File: src/rtl/mult_pkg.sv
// Shared definitions for the iterative 64x64 multiplier.
package mult_pkg;
  localparam int WIDTH = 64;
  localparam int CNT_W = 7;

  typedef enum logic [1:0] {
    IDLE,
    RUN,
    DONE
  } mult_state_t;
endpackage

File: src/rtl/addSub64.sv
// Execute-stage add/subtract unit; sub selects a - b (with carryIn=1 for two's complement).
module addSub64 #(
  parameter int WIDTH = 64
) (
  input  logic [WIDTH-1:0] a,
  input  logic [WIDTH-1:0] b,
  input  logic             sub,
  input  logic             carryIn,
  output logic [WIDTH-1:0] sum,
  output logic             carryOut
);

  logic [WIDTH-1:0] b_eff;

  // Full-width add with carry-out on the optionally inverted second operand.
  always_comb begin
    b_eff             = sub ? ~b : b;
    {carryOut, sum}   = {1'b0, a} + {1'b0, b_eff} + {{WIDTH{1'b0}}, carryIn};
  end

endmodule

File: src/rtl/mult_step.sv
// One radix-2 shift-and-add iteration over the {hi, lo} product register pair.
module mult_step #(
  parameter int WIDTH = 64
) (
  input  logic [WIDTH-1:0] hi,
  input  logic [WIDTH-1:0] lo,
  input  logic [WIDTH-1:0] mcand,
  output logic [WIDTH-1:0] next_hi,
  output logic [WIDTH-1:0] next_lo
);

  logic [WIDTH-1:0] addend;
  logic [WIDTH-1:0] s;
  logic             c;

  // Add the multiplicand only when the current multiplier bit is set.
  always_comb addend = lo[0] ? mcand : '0;

  addSub64 #(.WIDTH(WIDTH)) u_add (
    .a        (hi),
    .b        (addend),
    .sub      (1'b0),
    .carryIn  (1'b0),
    .sum      (s),
    .carryOut (c)
  );

  // Shift the 129-bit {c, s, lo} right by one; the carry lands in the top of hi.
  always_comb begin
    next_hi = {c, s[WIDTH-1:1]};
    next_lo = {s[0], lo[WIDTH-1:1]};
  end

endmodule

File: src/rtl/mult64_seq.sv
// Sequential unsigned multiplier: FSM, iteration counter and product registers.
module mult64_seq #(
  parameter int WIDTH = mult_pkg::WIDTH,
  parameter int CNT_W = mult_pkg::CNT_W
) (
  input  logic             clk,
  input  logic             reset,
  input  logic             start,
  input  logic [WIDTH-1:0] a,
  input  logic [WIDTH-1:0] b,
  output logic             ready,
  output logic             done,
  output logic [WIDTH-1:0] product_lo,
  output logic [WIDTH-1:0] product_hi,
  output logic             zero
);

  import mult_pkg::*;

  mult_state_t      state_q, state_d;
  logic [CNT_W-1:0] count_q, count_d;
  logic [WIDTH-1:0] mcand_q, mcand_d;
  logic [WIDTH-1:0] hi_q, hi_d;
  logic [WIDTH-1:0] lo_q, lo_d;
  logic             zero_q, zero_d;
  logic [WIDTH-1:0] step_hi, step_lo;

  mult_step #(.WIDTH(WIDTH)) u_step (
    .hi      (hi_q),
    .lo      (lo_q),
    .mcand   (mcand_q),
    .next_hi (step_hi),
    .next_lo (step_lo)
  );

  // State and datapath registers; reset takes priority over everything.
  always_ff @(posedge clk) begin
    if (reset) begin
      state_q <= IDLE;
      count_q <= '0;
      mcand_q <= '0;
      hi_q    <= '0;
      lo_q    <= '0;
      zero_q  <= 1'b0;
    end else begin
      state_q <= state_d;
      count_q <= count_d;
      mcand_q <= mcand_d;
      hi_q    <= hi_d;
      lo_q    <= lo_d;
      zero_q  <= zero_d;
    end
  end

  // Next-state logic: load on accepted start, iterate WIDTH times, pulse done.
  always_comb begin
    state_d = state_q;
    count_d = count_q;
    mcand_d = mcand_q;
    hi_d    = hi_q;
    lo_d    = lo_q;
    zero_d  = zero_q;
    case (state_q)
      IDLE: begin
        if (start) begin
          mcand_d = a;
          lo_d    = b;
          hi_d    = '0;
          count_d = '0;
          state_d = RUN;
        end
      end
      RUN: begin
        hi_d    = step_hi;
        lo_d    = step_lo;
        count_d = count_q + CNT_W'(1);
        if (count_q == CNT_W'(WIDTH - 1)) begin
          state_d = DONE;
          zero_d  = ({step_hi, step_lo} == '0);
        end
      end
      DONE:    state_d = IDLE;
      default: state_d = IDLE;
    endcase
  end

  assign ready      = (state_q == IDLE);
  assign done       = (state_q == DONE);
  assign product_lo = lo_q;
  assign product_hi = hi_q;
  assign zero       = zero_q;

endmodule

File: config.mk
export PLATFORM = sky130hd
export DESIGN_NAME = mult64_seq
export DESIGN_NICKNAME = d
export VERILOG_FILES = /design/src/rtl/mult_pkg.sv /design/src/rtl/addSub64.sv /design/src/rtl/mult_step.sv /design/src/rtl/mult64_seq.sv
export SDC_FILE = /design/constraint.sdc
export NUM_CORES = 1
export LEC_CHECK = 0
export CORE_UTILIZATION = 38
export DETAILED_ROUTE_END_ITERATION = 6
export PLACE_DENSITY = 0.66
export SETUP_SLACK_MARGIN = 0.4
export SYNTH_ARGS = -nofsm -noshare
export SYNTH_HDL_FRONTEND = slang
export SYNTH_SLANG_ARGS = --single-unit
File: constraint.sdc
create_clock -name clk -period 5.3 [get_ports clk]
set_clock_uncertainty 0.05 [all_clocks]
set_input_delay 1.06 -clock clk [delete_from_list [all_inputs] [get_ports clk]]
set_output_delay 1.06 -clock clk [all_outputs]
set_load 0.005 [all_outputs]
After elaboration in Yosys (flattened, before gate mapping)

Cells that the tools add are included.

Bits in registers: 202
Bits in latches: 0
RAM bits: 0
Bits in read-only memories: 0
Bits of input ports: 131
Output and inout bits: 131
Word-level logic and storage cells: 30
Memories kept: 0

$add $sub $neg: 2
Multiply operators: 0
Div/mod/pow operators: 0
Order comparisons: 0
Equal/unequal tests: 5
Shift-type cells: 0
Muxes and demuxes: 10
Bitwise gates (word level): 0
Reductions and logical operators: 7

Operator list:

| kind                                                             | number |
|---|---|
| 64-bit one-hot mux with 2 select lines                           | 2 |
| 64-bit 2-to-1 mux                                                | 3 |
| 128-bit logical NOT                                              | 1 |
| 64-bit by 64-bit adder with 65-bit output                        | 1 |
| 7-bit one-hot mux with 2 select lines                            | 1 |
| 2-bit AND reduction                                              | 4 |
| 7-bit by 1-bit adder with 7-bit output (second input constant)   | 1 |
| 7-bit by 6-bit == test with 1-bit output (second input constant) | 1 |
| 7-bit 2-to-1 mux                                                 | 1 |
| 2-bit 2-to-1 mux                                                 | 2 |
| 2-bit != test (second input constant)                            | 2 |
| 2-bit one-hot mux with 2 select lines                            | 1 |
| 2-bit by 1-bit == test with 1-bit output (second input constant) | 1 |
| 2-bit == test (second input constant)                            | 1 |
| 2-bit logical NOT                                                | 1 |
| 2-bit nonzero test                                               | 1 |

Longest topological paths before layout

Word-level depth: 3
Gate-level depth with buffers: 18
Depth with buffers taken out: 16

Hierarchy

From an unflattened synthesis, not the netlist that was laid out.

Cells, all modules: 1800
Area total of the unflattened synthesis: 13235.2 um2

Modules (own cells, without submodules):

| module     | instances | cells each | area each (um2) | sequential area each (um2) |
|---|---|---|---|---|
| mult64_seq | 1         | 1006       | 7729.9          | 4043.9 |
| addSub64   | 1         | 659        | 4510.6          | 0.0 |
| mult_step  | 1         | 135        | 994.7           | 0.0 |

Worst setup path after synthesis

No wires, ideal clock.

Path kind: register to register
Start: register lo_q[0], in the netlist product_lo[0]
End: register zero_q, in the netlist zero
Library setup time: 0.069 ns
Arrival: 4.102 ns
Required time: 5.181 ns
Setup slack: 1.079 ns
Stages on the path, launching flop included: 19
Path buffers: 2
Clock period less this slack: 4.221 ns
Cell sequence: dfxtp_1 > clkbuf_1 > clkbuf_1 > and2_1 > ha_1 > inv_1 > fa_1 > nand2b_1 > a21oi_2 > o21ai_1 > and3_4 > o21bai_1 > xnor2_1 > or4b_1 > or4_1 > nor4_2 > nand4b_1 > or4_1 > o21ai_1

Cells in the longest elaborated chain, start to end: 3

RTL lines:

| element                                   | line             | text |
|---|---|---|
| from (decl)                               | mult64_seq.sv:24 | `logic [WIDTH-1:0] lo_q, lo_d;` |
| from (signal assigned)                    | mult64_seq.sv:50 | `lo_q <= lo_d;` |
| 64-bit 2-to-1 mux                         | mult_step.sv:17  | `always_comb addend = lo[0] ? mcand : '0;` |
| 64-bit by 64-bit adder with 65-bit output | addSub64.sv:18   | `{carryOut, sum} = {1'b0, a} + {1'b0, b_eff} + {{WIDTH{1'b0}}, carryIn};` |
| 128-bit logical NOT                       | mult64_seq.sv:79 | `zero_d = ({step_hi, step_lo} == '0);` |
| to (signal assigned)                      | mult64_seq.sv:51 | `zero_q <= zero_d;` |
| to (decl)                                 | mult64_seq.sv:25 | `logic zero_q, zero_d;` |

Every way passes these cells.
A chain may end at the register's enable or synchronous reset.

Worst setup path after layout

Same ends and word-level chain as after synthesis.

==> metrics.txt <==
# TYPE chip_impl_metric gauge
chip_impl_metric{name="buffer_ports.inserted",unit=""} 261
chip_impl_metric{name="maxClockFrequency",unit="MHz"} 220
chip_impl_metric{name="num_vias",unit=""} 12700
chip_impl_metric{name="timing_max_transition_violations_final",unit=""} 0
chip_impl_metric{name="maxCapViolations",unit=""} 0
chip_impl_info{name="worstSetupEndpointType",value="register"} 1
chip_impl_metric{name="netlist-cell-type-count",unit=""} 76
chip_impl_metric{name="reg2reg_setup_slack",unit="ns"} 0.76
chip_impl_metric{name="wire_length_of_the_first_global_routing_pass",unit="um"} 68800
chip_impl_metric{name="swShare",unit=""} 0.276
chip_impl_metric{name="final_hold_viol_count",unit=""} 0
chip_impl_metric{name="fin_area",unit="um2"} 15700
chip_impl_metric{name="power.ir.vdd_worst",unit="mV"} 0.218
chip_impl_metric{name="post_dp_cell_area",unit="um2"} 14900
chip_impl_metric{name="final_min_period_over_clock_period",unit=""} 0.856
chip_impl_metric{name="p_clk_frac",unit=""} 0.410
chip_impl_metric{name="drt_iter0_markers",unit=""} 737
chip_impl_info{name="cts_tree",value="done"} 1
chip_impl_info{name="worstHoldPathType",value="reg2reg"} 1
chip_impl_metric{name="die_w",unit="um"} 181
chip_impl_metric{name="dieArea",unit="um2"} 32600
chip_impl_info{name="outcome",value="completed"} 1
chip_impl_metric{name="dieHeight",unit="um"} 181
chip_impl_metric{name="fin_setup_tns",unit="ns"} 0
chip_impl_info{name="r2r-start",value="product_lo[0]"} 1
chip_impl_metric{name="clock_sinks",unit=""} 202
chip_impl_metric{name="power_switching",unit="W"} 0.00109
chip_impl_metric{name="timing.hold.ws",unit="ns"} 0.401
chip_impl_metric{name="max_slew_margin",unit=""} 0.328
chip_impl_metric{name="worstSkewPairLatency",unit="ns"} 0.54
chip_impl_metric{name="route.final.wire_length",unit="um"} 43700
chip_impl_metric{name="synth-seq-area-share",unit=""} 0.333
chip_impl_metric{name="arrival",unit="ns"} 4.95
chip_impl_info{name="worstReg2RegEnd",value="zero"} 1
chip_impl_metric{name="floorplan.initialDensity",unit=""} 0.385
chip_impl_metric{name="setup_viol",unit=""} 0
chip_impl_metric{name="cts.htree.levels",unit=""} 1
chip_impl_info{name="cp-start-kind",value="register"} 1
chip_impl_metric{name="worst_setup_hold_path_clk_slew",unit="ns"} 0.06
chip_impl_metric{name="yosysWarnings",unit=""} 0
chip_impl_metric{name="power.internal",unit="W"} 0.00285
chip_impl_metric{name="drt_pass1_iterations",unit=""} 5
chip_impl_metric{name="async_reset_ff_frac",unit=""} 0
chip_impl_metric{name="num-nets-final",unit=""} 2047
chip_impl_metric{name="number_of_cts_inserted_buffers",unit=""} 24
chip_impl_metric{name="syn_area",unit="um2"} 12100
chip_impl_metric{name="grt_util_all_layers",unit=""} 0.263
chip_impl_metric{name="synthesis.nets",unit=""} 1858
chip_impl_metric{name="power_frac_comb",unit=""} 0.161
chip_impl_info{name="timing.critical_path.to",value="zero"} 1
chip_impl_metric{name="design.portCount",unit=""} 262
chip_impl_metric{name="number_of_global_route_vias_before_repair",unit=""} 12300
chip_impl_metric{name="timing.final.crit_period",unit="ns"} 4.54
chip_impl_metric{name="power.leakage",unit="nW"} 6.00
chip_impl_metric{name="floorplan.rows",unit=""} 65
chip_impl_metric{name="ant_nets",unit=""} 0
chip_impl_metric{name="avgSynthCellArea",unit="um2"} 7.30
chip_impl_metric{name="flow.area_growth_from_synthesis",unit="%"} 29.7
chip_impl_metric{name="clock_path_buffers",unit=""} 3
chip_impl_info{name="rsz0062_at_grt",value="no"} 1
chip_impl_metric{name="powerDensity",unit="nW/um2"} 251
chip_impl_metric{name="number_of_storage_elements_in_the_synthesis_netlist",unit=""} 202
chip_impl_metric{name="placeableCoreArea",unit="um2"} 31500
chip_impl_metric{name="worstPathRequired",unit="ns"} 5.72
chip_impl_metric{name="fillCellCount",unit=""} 3142
chip_impl_metric{name="residual_drc",unit=""} 0
chip_impl_metric{name="routed_via_density",unit=""} 5.59
chip_impl_metric{name="grt_start_max_net_pins",unit=""} 91
chip_impl_metric{name="critPathMaxFanout",unit=""} 21
chip_impl_metric{name="syn-instance-count",unit=""} 1661
chip_impl_metric{name="layout.core_utilization",unit=""} 0.500
chip_impl_info{name="cts.root.buffer_cell",value="sky130_fd_sc_hd__clkbuf_16"} 1
chip_impl_metric{name="post_route_cells_drive_above_1_share",unit=""} 0.0445
chip_impl_metric{name="detailedPlacementHpwl",unit="um"} 32900
chip_impl_info{name="critPathKind",value="reg2reg"} 1
chip_impl_info{name="synth-main-ff-cell",value="sky130_fd_sc_hd__dfxtp_1"} 1
chip_impl_metric{name="pwr-share-seq",unit=""} 0.429
chip_impl_metric{name="mean_routed_wirelength_per_cell",unit="um"} 19.2
chip_impl_metric{name="routabilityCongestion",unit=""} 0.951
chip_impl_metric{name="postCtsHoldBufs",unit=""} 0
chip_impl_metric{name="synth_edf_count",unit=""} 0
chip_impl_metric{name="timing.reg2reg.worst_path_depth",unit=""} 17
chip_impl_metric{name="grt_antenna_before_repair",unit=""} 1
chip_impl_info{name="critical_path.startpoint",value="product_lo[0]"} 1
chip_impl_metric{name="worstMarginPinSlew",unit="ns"} 1.01
chip_impl_metric{name="globalRoute.totalOverflow",unit=""} 0
## routing by layer
layer	GRT usage	vias up	part of all wire
li1	-	6220	-
met1	0.339	5995	0.44
met2	0.437	379	0.46
met3	0.0534	74	0.063
met4	0.0838	0	0.031
met5	0	-	0
## cell families after synthesis
| kind of cell | synth area share |
|---|---|
| and+or+nand+nor | 0.319 |
| muxes | 0.000825 |
| xor gates and xnor gates | 0.0389 |
| buffers and inverters | 0.0423 |
| DFF | 0.333 |
| adders and majority gates | 0.0687 |
| AOI/OAI and AO/OA | 0.197 |
## layout by cell type, fill, tap and decap left out, drive strengths merged, types with 17 or more instances in the layout
cell type      count
nor2             308
clkdlybuf4s50    260
nand2            227
dfxtp            202
a21oi            175
nor4              86
and2              68
ha                65
o21ai             52
a22oi             39
xnor2             33
clkbuf            32
nand4             31
nor3              26
nand3             22
xor2              20
inv               18
o21a              17
## worst max-delay path, stage by stage, from the launching register on
cell and delay (ns):
sky130_fd_sc_hd__dfxtp_1 0.52, sky130_fd_sc_hd__buf_12 0.19, sky130_fd_sc_hd__and2_1 0.13, sky130_fd_sc_hd__ha_1 0.18, sky130_fd_sc_hd__inv_1 0.07, sky130_fd_sc_hd__fa_1 0.40, sky130_fd_sc_hd__nand2b_1 0.19, sky130_fd_sc_hd__a21oi_2 0.27
sky130_fd_sc_hd__o21ai_1 0.13, sky130_fd_sc_hd__and3_4 0.21, sky130_fd_sc_hd__o21bai_1 0.17, sky130_fd_sc_hd__xnor2_1 0.17, sky130_fd_sc_hd__or4b_1 0.44, sky130_fd_sc_hd__or4_1 0.46, sky130_fd_sc_hd__nor4_2 0.21, sky130_fd_sc_hd__nand4b_1 0.12
sky130_fd_sc_hd__or4_1 0.42, sky130_fd_sc_hd__o21ai_1 0.14
## cell usage after synthesis, drive strengths merged (17+ instances only)
library cell | instances | area, um2
nor2 | 308 | 1160
nor4 | 86 | 551
clkbuf | 92 | 345
o21ai | 52 | 275
inv | 18 | 67.6
nand4 | 31 | 194
a21oi | 175 | 895
buf | 19 | 100
a22oi | 39 | 293
ha | 65 | 813
and2 | 68 | 425
dfxtp | 202 | 4040
nand3 | 22 | 110
nand2 | 227 | 852
xor2 | 20 | 183
nor3 | 26 | 130
xnor2 | 33 | 289
o21a | 17 | 128
## worst min path at each step
stage	end	slack, ns	start	depth (start not counted)
after global routing	mcand_q[52]	0.42	mcand_q[52]	2
final	mcand_q[52]	0.40	mcand_q[52]	2
after CTS	mcand_q[52]	0.40	mcand_q[52]	2
after global placement	mcand_q[61]	0.39	mcand_q[61]	2
after floorplan	mcand_q[0]	0.38	mcand_q[0]	2
after detailed placement	mcand_q[58]	0.40	mcand_q[58]	2
## stage by stage
stage	std cells	power [W]	setup slack (ns)
CTS	2267	0.00399	0.610
global route	2267	0.00411	0.414
floorplan	1661	0.00201	1.08
detailed placement	2226	0.00236	0.678
finish	2268	0.00394	0.762
global placement	2226	0.00235	0.801
## state kept, by name, summed over array words and instances, names as in the netlist
signal / flops
state_q: 2
product_hi: 64
count_q: 7
mcand_q: 64
product_lo: 64
zero: 1
## power groups by stage
stage	combinational [W]	sequential, W	clock, W
global placement	0.000629	0.00172	0
floorplan	0.000313	0.00170	0
detailed placement	0.000635	0.00172	0
CTS	0.000639	0.00169	0.00166
finish	0.000635	0.00169	0.00161
global route	0.000697	0.00170	0.00171
## final cells by class
| type | instances | area (um2) | share of cell area |
|---|---|---|---|
| clock inverter | 9 | 123 | 0.00780 |
| timing repair buffer | 274 | 2720 | 0.173 |
| sequential | 202 | 4040 | 0.257 |
| tap | 402 | 503 | 0.0320 |
| inverter | 18 | 67.6 | 0.00430 |
| multi-input combinational | 1330 | 7620 | 0.485 |
| clock buffer | 32 | 641 | 0.0407 |
| antenna | 1 | 2.50 | 0.000159 |
## timing repair
item / 4_1_cts / 5_1_grt
buffers inserted: 0 / 0
gates resized for setup: 0 / 4
endpoints found under the setup margin: 0 / 1
No activity file was read; power rests on OpenSTA's default activity.
